--- src/rtl/div_uart_seq_if.sv ---
// Handshake bundle between the frame sequencer, the UART pair and the divider core.
// The master modport is the sequencer's view; the slave modport is the surrounding logic.
interface div_uart_seq_if;
    logic [7:0]  rx_data;
    logic        rx_valid;
    logic        div_start;
    logic [15:0] div_dividend;
    logic [15:0] div_divisor;
    logic [15:0] div_quot;
    logic [15:0] div_rem;
    logic        div_done;
    logic [7:0]  tx_data;
    logic        tx_valid;
    logic        tx_ready;

    modport master (
        input  rx_data, rx_valid, div_quot, div_rem, div_done, tx_ready,
        output div_start, div_dividend, div_divisor, tx_data, tx_valid
    );

    modport slave (
        output rx_data, rx_valid, div_quot, div_rem, div_done, tx_ready,
        input  div_start, div_dividend, div_divisor, tx_data, tx_valid
    );
endinterface

--- src/rtl/div_uart_seq.sv ---
// Frame sequencer: collects a 4-byte divide request from the UART receiver, runs the
// divider (or short-circuits a zero divisor) and streams the 4-byte result to the UART
// transmitter. Inter-byte and divider timeouts abort the frame; bytes arriving while a
// frame is being processed are dropped and flagged. All outputs are registered.
module div_uart_seq #(
    parameter int unsigned RX_TIMEOUT  = 104160,
    parameter int unsigned DIV_TIMEOUT = 256
) (
    input  logic                  sys_clk,
    input  logic                  sys_rst_n,
    div_uart_seq_if.master        bus,
    output logic                  busy,
    output logic                  err_timeout,
    output logic                  err_div0,
    output logic                  rx_overrun
);

    localparam int unsigned TMAX = (RX_TIMEOUT > DIV_TIMEOUT) ? RX_TIMEOUT : DIV_TIMEOUT;
    localparam int unsigned TW   = $clog2(TMAX + 1);
    localparam logic [TW-1:0] RX_LAST  = TW'(RX_TIMEOUT - 1);
    localparam logic [TW-1:0] DIV_LAST = TW'(DIV_TIMEOUT - 1);

    typedef enum logic [2:0] {
        StIdle, StRecv, StCheck, StStart, StWait, StSend, StTxWait
    } state_t;

    state_t         state_q, state_d;
    logic [2:0]     byte_cnt_q, byte_cnt_d;
    logic [2:0]     tx_idx_q, tx_idx_d;
    logic [TW-1:0]  timer_q, timer_d;
    logic [15:0]    dividend_q, dividend_d;
    logic [15:0]    divisor_q, divisor_d;
    logic [15:0]    quot_q, quot_d;
    logic [15:0]    rem_q, rem_d;
    logic           seen_low_q, seen_low_d;
    logic [7:0]     tx_data_q, tx_data_d;
    logic           tx_valid_q, tx_valid_d;
    logic           div_start_q, div_start_d;
    logic           busy_q, busy_d;
    logic           err_timeout_q, err_timeout_d;
    logic           err_div0_q, err_div0_d;
    logic           rx_overrun_q, rx_overrun_d;
    logic [7:0]     resp_byte;

    // Response byte selected by the transmit index: quotient first, MSB first.
    always_comb begin
        resp_byte = 8'h00;
        case (tx_idx_q)
            3'd0:    resp_byte = quot_q[15:8];
            3'd1:    resp_byte = quot_q[7:0];
            3'd2:    resp_byte = rem_q[15:8];
            3'd3:    resp_byte = rem_q[7:0];
            default: resp_byte = 8'h00;
        endcase
    end

    // Next-state logic for the frame FSM, counters, frame/result registers and pulses.
    always_comb begin
        state_d       = state_q;
        byte_cnt_d    = byte_cnt_q;
        tx_idx_d      = tx_idx_q;
        timer_d       = timer_q;
        dividend_d    = dividend_q;
        divisor_d     = divisor_q;
        quot_d        = quot_q;
        rem_d         = rem_q;
        seen_low_d    = seen_low_q;
        tx_data_d     = tx_data_q;
        tx_valid_d    = 1'b0;
        div_start_d   = 1'b0;
        err_timeout_d = 1'b0;
        err_div0_d    = 1'b0;
        rx_overrun_d  = bus.rx_valid && (state_q != StIdle) && (state_q != StRecv);

        case (state_q)
            StIdle: begin
                tx_idx_d = 3'd0;
                if (bus.rx_valid) begin
                    dividend_d[15:8] = bus.rx_data;
                    byte_cnt_d       = 3'd1;
                    timer_d          = '0;
                    state_d          = StRecv;
                end
            end
            StRecv: begin
                // A byte landing on the expiry cycle wins over the timeout.
                if (bus.rx_valid) begin
                    case (byte_cnt_q)
                        3'd1:    dividend_d[7:0] = bus.rx_data;
                        3'd2:    divisor_d[15:8] = bus.rx_data;
                        3'd3:    divisor_d[7:0]  = bus.rx_data;
                        default: dividend_d[15:8] = bus.rx_data;
                    endcase
                    byte_cnt_d = byte_cnt_q + 3'd1;
                    timer_d    = '0;
                    if (byte_cnt_q == 3'd3) begin
                        state_d = StCheck;
                    end
                end else if (timer_q == RX_LAST) begin
                    err_timeout_d = 1'b1;
                    byte_cnt_d    = 3'd0;
                    timer_d       = '0;
                    state_d       = StIdle;
                end else begin
                    timer_d = timer_q + 1'b1;
                end
            end
            StCheck: begin
                byte_cnt_d = 3'd0;
                if (divisor_q == 16'h0000) begin
                    quot_d     = 16'hFFFF;
                    rem_d      = dividend_q;
                    err_div0_d = 1'b1;
                    tx_idx_d   = 3'd0;
                    state_d    = StSend;
                end else begin
                    state_d = StStart;
                end
            end
            StStart: begin
                div_start_d = 1'b1;
                timer_d     = '0;
                state_d     = StWait;
            end
            StWait: begin
                // A result arriving on the expiry cycle is still accepted.
                if (bus.div_done) begin
                    quot_d   = bus.div_quot;
                    rem_d    = bus.div_rem;
                    tx_idx_d = 3'd0;
                    timer_d  = '0;
                    state_d  = StSend;
                end else if (timer_q == DIV_LAST) begin
                    err_timeout_d = 1'b1;
                    timer_d       = '0;
                    state_d       = StIdle;
                end else begin
                    timer_d = timer_q + 1'b1;
                end
            end
            StSend: begin
                if (bus.tx_ready) begin
                    tx_data_d  = resp_byte;
                    tx_valid_d = 1'b1;
                    seen_low_d = 1'b0;
                    state_d    = StTxWait;
                end
            end
            StTxWait: begin
                // Byte is done only once ready has dropped and then returned.
                if (!bus.tx_ready) begin
                    seen_low_d = 1'b1;
                end else if (seen_low_q) begin
                    seen_low_d = 1'b0;
                    if (tx_idx_q == 3'd3) begin
                        tx_idx_d = 3'd0;
                        state_d  = StIdle;
                    end else begin
                        tx_idx_d = tx_idx_q + 3'd1;
                        state_d  = StSend;
                    end
                end
            end
            default: state_d = StIdle;
        endcase

        busy_d = (state_d != StIdle);
    end

    // State and output registers; asynchronous reset aborts any frame in flight.
    always_ff @(posedge sys_clk or negedge sys_rst_n) begin
        if (!sys_rst_n) begin
            state_q       <= StIdle;
            byte_cnt_q    <= 3'd0;
            tx_idx_q      <= 3'd0;
            timer_q       <= '0;
            dividend_q    <= 16'h0000;
            divisor_q     <= 16'h0000;
            quot_q        <= 16'h0000;
            rem_q         <= 16'h0000;
            seen_low_q    <= 1'b0;
            tx_data_q     <= 8'h00;
            tx_valid_q    <= 1'b0;
            div_start_q   <= 1'b0;
            busy_q        <= 1'b0;
            err_timeout_q <= 1'b0;
            err_div0_q    <= 1'b0;
            rx_overrun_q  <= 1'b0;
        end else begin
            state_q       <= state_d;
            byte_cnt_q    <= byte_cnt_d;
            tx_idx_q      <= tx_idx_d;
            timer_q       <= timer_d;
            dividend_q    <= dividend_d;
            divisor_q     <= divisor_d;
            quot_q        <= quot_d;
            rem_q         <= rem_d;
            seen_low_q    <= seen_low_d;
            tx_data_q     <= tx_data_d;
            tx_valid_q    <= tx_valid_d;
            div_start_q   <= div_start_d;
            busy_q        <= busy_d;
            err_timeout_q <= err_timeout_d;
            err_div0_q    <= err_div0_d;
            rx_overrun_q  <= rx_overrun_d;
        end
    end

    assign bus.div_start    = div_start_q;
    assign bus.div_dividend = dividend_q;
    assign bus.div_divisor  = divisor_q;
    assign bus.tx_data      = tx_data_q;
    assign bus.tx_valid     = tx_valid_q;
    assign busy             = busy_q;
    assign err_timeout      = err_timeout_q;
    assign err_div0         = err_div0_q;
    assign rx_overrun       = rx_overrun_q;

endmodule
--- src/flat_wrapper.sv ---
// flat-port wrapper written by rule: the top's interface ports become plain ports
module div_uart_seq_flat 
#(
    parameter int unsigned RX_TIMEOUT  = 104160,
    parameter int unsigned DIV_TIMEOUT = 256
)
  (sys_clk, sys_rst_n, busy, err_timeout, err_div0, rx_overrun, bus_rx_data, bus_rx_valid, bus_div_quot, bus_div_rem, bus_div_done, bus_tx_ready, bus_div_start, bus_div_dividend, bus_div_divisor, bus_tx_data, bus_tx_valid);
  div_uart_seq_if bus_i ();
  input  logic sys_clk;
  input  logic sys_rst_n;
  output logic busy;
  output logic err_timeout;
  output logic err_div0;
  output logic rx_overrun;
  input wire logic [$bits(bus_i.rx_data)-1:0] bus_rx_data;
  input wire logic [$bits(bus_i.rx_valid)-1:0] bus_rx_valid;
  input wire logic [$bits(bus_i.div_quot)-1:0] bus_div_quot;
  input wire logic [$bits(bus_i.div_rem)-1:0] bus_div_rem;
  input wire logic [$bits(bus_i.div_done)-1:0] bus_div_done;
  input wire logic [$bits(bus_i.tx_ready)-1:0] bus_tx_ready;
  output wire logic [$bits(bus_i.div_start)-1:0] bus_div_start;
  output wire logic [$bits(bus_i.div_dividend)-1:0] bus_div_dividend;
  output wire logic [$bits(bus_i.div_divisor)-1:0] bus_div_divisor;
  output wire logic [$bits(bus_i.tx_data)-1:0] bus_tx_data;
  output wire logic [$bits(bus_i.tx_valid)-1:0] bus_tx_valid;
  assign bus_i.rx_data = bus_rx_data;
  assign bus_i.rx_valid = bus_rx_valid;
  assign bus_i.div_quot = bus_div_quot;
  assign bus_i.div_rem = bus_div_rem;
  assign bus_i.div_done = bus_div_done;
  assign bus_i.tx_ready = bus_tx_ready;
  assign bus_div_start = bus_i.div_start;
  assign bus_div_dividend = bus_i.div_dividend;
  assign bus_div_divisor = bus_i.div_divisor;
  assign bus_tx_data = bus_i.tx_data;
  assign bus_tx_valid = bus_i.tx_valid;
  div_uart_seq #(.RX_TIMEOUT(RX_TIMEOUT), .DIV_TIMEOUT(DIV_TIMEOUT)) u_core (.sys_clk(sys_clk), .sys_rst_n(sys_rst_n), .bus(bus_i), .busy(busy), .err_timeout(err_timeout), .err_div0(err_div0), .rx_overrun(rx_overrun));
endmodule
--- config.mk ---
export PLATFORM = sky130hd
export DESIGN_NAME = div_uart_seq_flat
export DESIGN_NICKNAME = d
export VERILOG_FILES = /design/src/rtl/div_uart_seq_if.sv /design/src/rtl/div_uart_seq.sv /design/src/flat_wrapper.sv
export SDC_FILE = /design/constraint.sdc
export NUM_CORES = 1
export LEC_CHECK = 0
export ABC_AREA = 0
export CAP_MARGIN = 10
export CORE_MARGIN = 1.5
export CORE_UTILIZATION = 54
export CTS_BUF_LIST = sky130_fd_sc_hd__clkbuf_2
export DETAILED_ROUTE_END_ITERATION = 10
export HOLD_SLACK_MARGIN = 0.1
export PLACE_DENSITY = 0.84
export SLEW_MARGIN = 20
export SYNTH_ARGS = -nofsm -noshare
export SYNTH_HDL_FRONTEND = slang
export SYNTH_SLANG_ARGS = --single-unit
--- constraint.sdc ---
create_clock -name sys_clk -period 2.5 [get_ports sys_clk]
set_input_delay 0.375 -clock sys_clk [delete_from_list [all_inputs] [get_ports sys_clk]]
set_output_delay 0.375 -clock sys_clk [all_outputs]
set_load 0.02 [all_outputs]
==> metrics.txt <==
Max Cap Viol 0; vias between 3k and 4k; part of the power in registers 0.438; CTS tree yes; largest net degree at the start of global routing 48; GP Congestion 0.861; first-pass GRT wire length just under 20000 um; Achievable Freq 437 MHz; Final HPWL DP approximately 8700 um; GRT Residual Overflow 0; Clock transition at path regs 0.28 ns; CP Class reg2reg; Post-Syn Area per Cell around 10 um2; PortBufs 90; Pint ~3.9 mW; n_diodes 0; RSZ-0062 raised after global routing false; Sw Ratio 0.403; crit-path max FO 15; crit path from u_core.timer_q[8]; Synthesis Warnings 0; status finished, final reports clean; Die Width around 98 um; CTS Buffer Depth 2; min Tclk post-route between 2 and 2.5 ns; Clock Latency Late Sink ~0.55 ns; # rows 34; Post-synth EDFFs 0; Worst path most repeated cell or4_4; Final Max Slew Viols 0; Routed Antenna Nets 0; share of cells above drive strength 1 0.118; post-route DRC violation count 0; setup_tns 0 ns; Setup crit start kind flip-flop; I/O pins 91; core area between 8000 and 9000 um2; Arr. time, crit path 2.74 ns; clock sinks 105; mapped cell area approximately 5000 um2; nets 619; HP Class in2async; Placed Cells 661; die height around 98 um; H-tree levels 3; routed wire length between 10000 and 15000 um; share of the yosys chip area belonging to registers 0.534; nature of the critical path endpoint flip-flop; post-cts repair resize count 0; Slew headroom 0.588; endpoints failing setup 0; #FFs+latches synth roughly 110; layout filler cell count ~670; Cell variety after synth just under 50; fraction of registers with async set/reset 1.00; Max IR drop VDD roughly 0.65 mV; most common cell after layout, fill and taps aside dfrtp_1; wire per inst ~17 um; Final Skew around 0.025 ns; area grow syn2layout 23.4%; critical path's slowest cell or4_4; Synth Instances roughly 470; Initial Utilization 0.562; Top FF cell, synth dfrtp_1; Die Area a little under 10000 um2; Overall Power approximately 6.5 mW; Worst Tran Pin Value 0.618 ns; gr usage total 0.252; max incr delay on CP approximately 0.57 ns; pwr dens about 1100 nW/um2; R2R Path Start u_core.timer_q[8]; worst path required time approximately 3.0 ns; Sw Pwr approximately 2.6 mW; most frequent cells in the layout dfrtp_1 (105), clkdlybuf4s50_1 (89), nor2_1 (78); Tcrit/Tclk final 0.916; Logic pwr share 0.454; crit path cell chain or4_4, or4_4, o2bb2ai_2, nor2_4, nor2_1; vias in the first global route 3969; syn nets roughly 530; Num CTS Buffers 9; LEAKAGE about 2.6 nW; antenna violations before repair 0; Finished Layout Cells a little under 700; Avg Vias per Cell around 5.8; Root Driver clkbuf_2; violation count after the first detailed-routing iteration approximately 210; hold_ws roughly 0.32 ns; Hold Vio Cnt, Final 0; Clock power frac 0.108; DRT Pass-1 Iters 5
==> final timing paths <==
path	end	slack, ns	cells past startpoint
setup reg to reg	u_core.timer_q[9]	0.21	5
hold / removal	u_core.quot_q[0]	0.32	2
setup / recovery	u_core.timer_q[9]	0.21	5
min in group sys_clk	u_core.quot_q[13]	0.34	3
max in group asynchronous	u_core.timer_q[7]	1.51	3
hold reg to reg	u_core.timer_q[0]	0.52	1
==> sequential cells by signal, indices dropped and copies added, names as in the netlist <==
| name | count |
|---|---|
| u_core.bus.tx_valid | 1 |
| u_core.err_timeout | 1 |
| u_core.bus.div_start | 1 |
| u_core.timer_q | 17 |
| u_core.tx_idx_q | 3 |
| u_core.err_div0 | 1 |
| u_core.rx_overrun | 1 |
| u_core.bus.div_divisor | 16 |
| u_core.quot_q | 16 |
| u_core.seen_low_q | 1 |
| u_core.bus.tx_data | 8 |
| u_core.rem_q | 16 |
| u_core.busy | 1 |
| u_core.state_q | 3 |
| u_core.byte_cnt_q | 3 |
| u_core.bus.div_dividend | 16 |
==> cells in the mapped netlist (all sizes together) (2+ instances only) <==
master	n	share of area
a21oi	40	0.041
a22o	11	0.020
a22oi	16	0.024
and3	5	0.0066
buf	9	0.012
clkbuf	14	0.011
dfrtp	105	0.53
ha	9	0.023
inv	9	0.0069
mux2	25	0.057
mux2i	16	0.033
nand2	38	0.029
nand2b	2	0.0025
nand3	10	0.010
nand3b	3	0.0046
nand4	9	0.011
nor2	79	0.062
nor2b	3	0.0038
nor3	7	0.0081
nor3b	2	0.0031
nor4	6	0.011
o2111ai	2	0.0036
o211ai	4	0.0061
o21a	4	0.0061
o21ai	15	0.016
o2bb2ai	3	0.0066
or3	2	0.0025
or4	2	0.0046
xnor2	7	0.012
xor2	6	0.011
==> area by class of cell <==
| type | count | area [um2] | share of cell area |
|---|---|---|---|
| Inverter | 9 | 33.8 | 0.00556 |
| Timing Repair Buffer | 104 | 1020 | 0.168 |
| Clock buffer | 10 | 50.0 | 0.00824 |
| Multi-Input combinational cell | 336 | 2160 | 0.356 |
| Clock inverter | 6 | 43.8 | 0.00721 |
| Tap cell | 108 | 135 | 0.0222 |
| Sequential cell | 105 | 2630 | 0.433 |
==> critical path, delay by kind of cell, from the launching register on <==
kind	cells	cell delay, ns
AOI/OAI and AO/OA	1	0.17
DFF	1	0.49
and+or+nand+nor	4	1.53
==> layer usage <==
layer	share of wire	track usage	wire, um
met4	0.016	0.0791	184
met3	0.052	0.0482	604
met2	0.52	0.432	6080
met5	0	0	0
met1	0.41	0.324	4840
==> power groups by stage <==
stage                     combinational (mW)  clock [mW]  sequential, mW
after global routing                    3.21       0.793            2.95
after detailed placement                2.95           0            2.88
final                                   2.95       0.701            2.85
after global placement                  2.84           0            2.85
after CTS                               2.96       0.725            2.84
after floorplan                         1.44           0            3.13
==> per-stage QoR <==
step / setup WS [ns] / util / cell area, um2
after CTS: 0.207 / 0.693 / 6070
final: 0.210 / 0.693 / 6070
after floorplan: 0.392 / - / 4920
after detailed placement: 0.252 / 0.681 / 5970
after global routing: 0.104 / 0.693 / 6070
after global placement: 0.299 / 0.681 / 5970
==> logic make-up (layout without fill, tap and decap cells) <==
family | count (synthesis) | in the layout | share of synthesized area
flip-flops | 105 | 105 | 0.534
buffers and inverters | 32 | 129 | 0.0300
AND/OR/NAND/NOR | 172 | 172 | 0.167
adder cells (fa/ha/maj) | 9 | 9 | 0.0229
XOR/XNOR | 13 | 13 | 0.0231
multiplexers | 41 | 41 | 0.0898
AO/OA/AOI/OAI | 101 | 101 | 0.133
==> what timing repair did <==
action                    4_1_cts  5_1_grt
hold buffers                    1        0
buffers inserted                0        0
hold endpoints to repair       45        0
(Power assumes the default switching activity.)
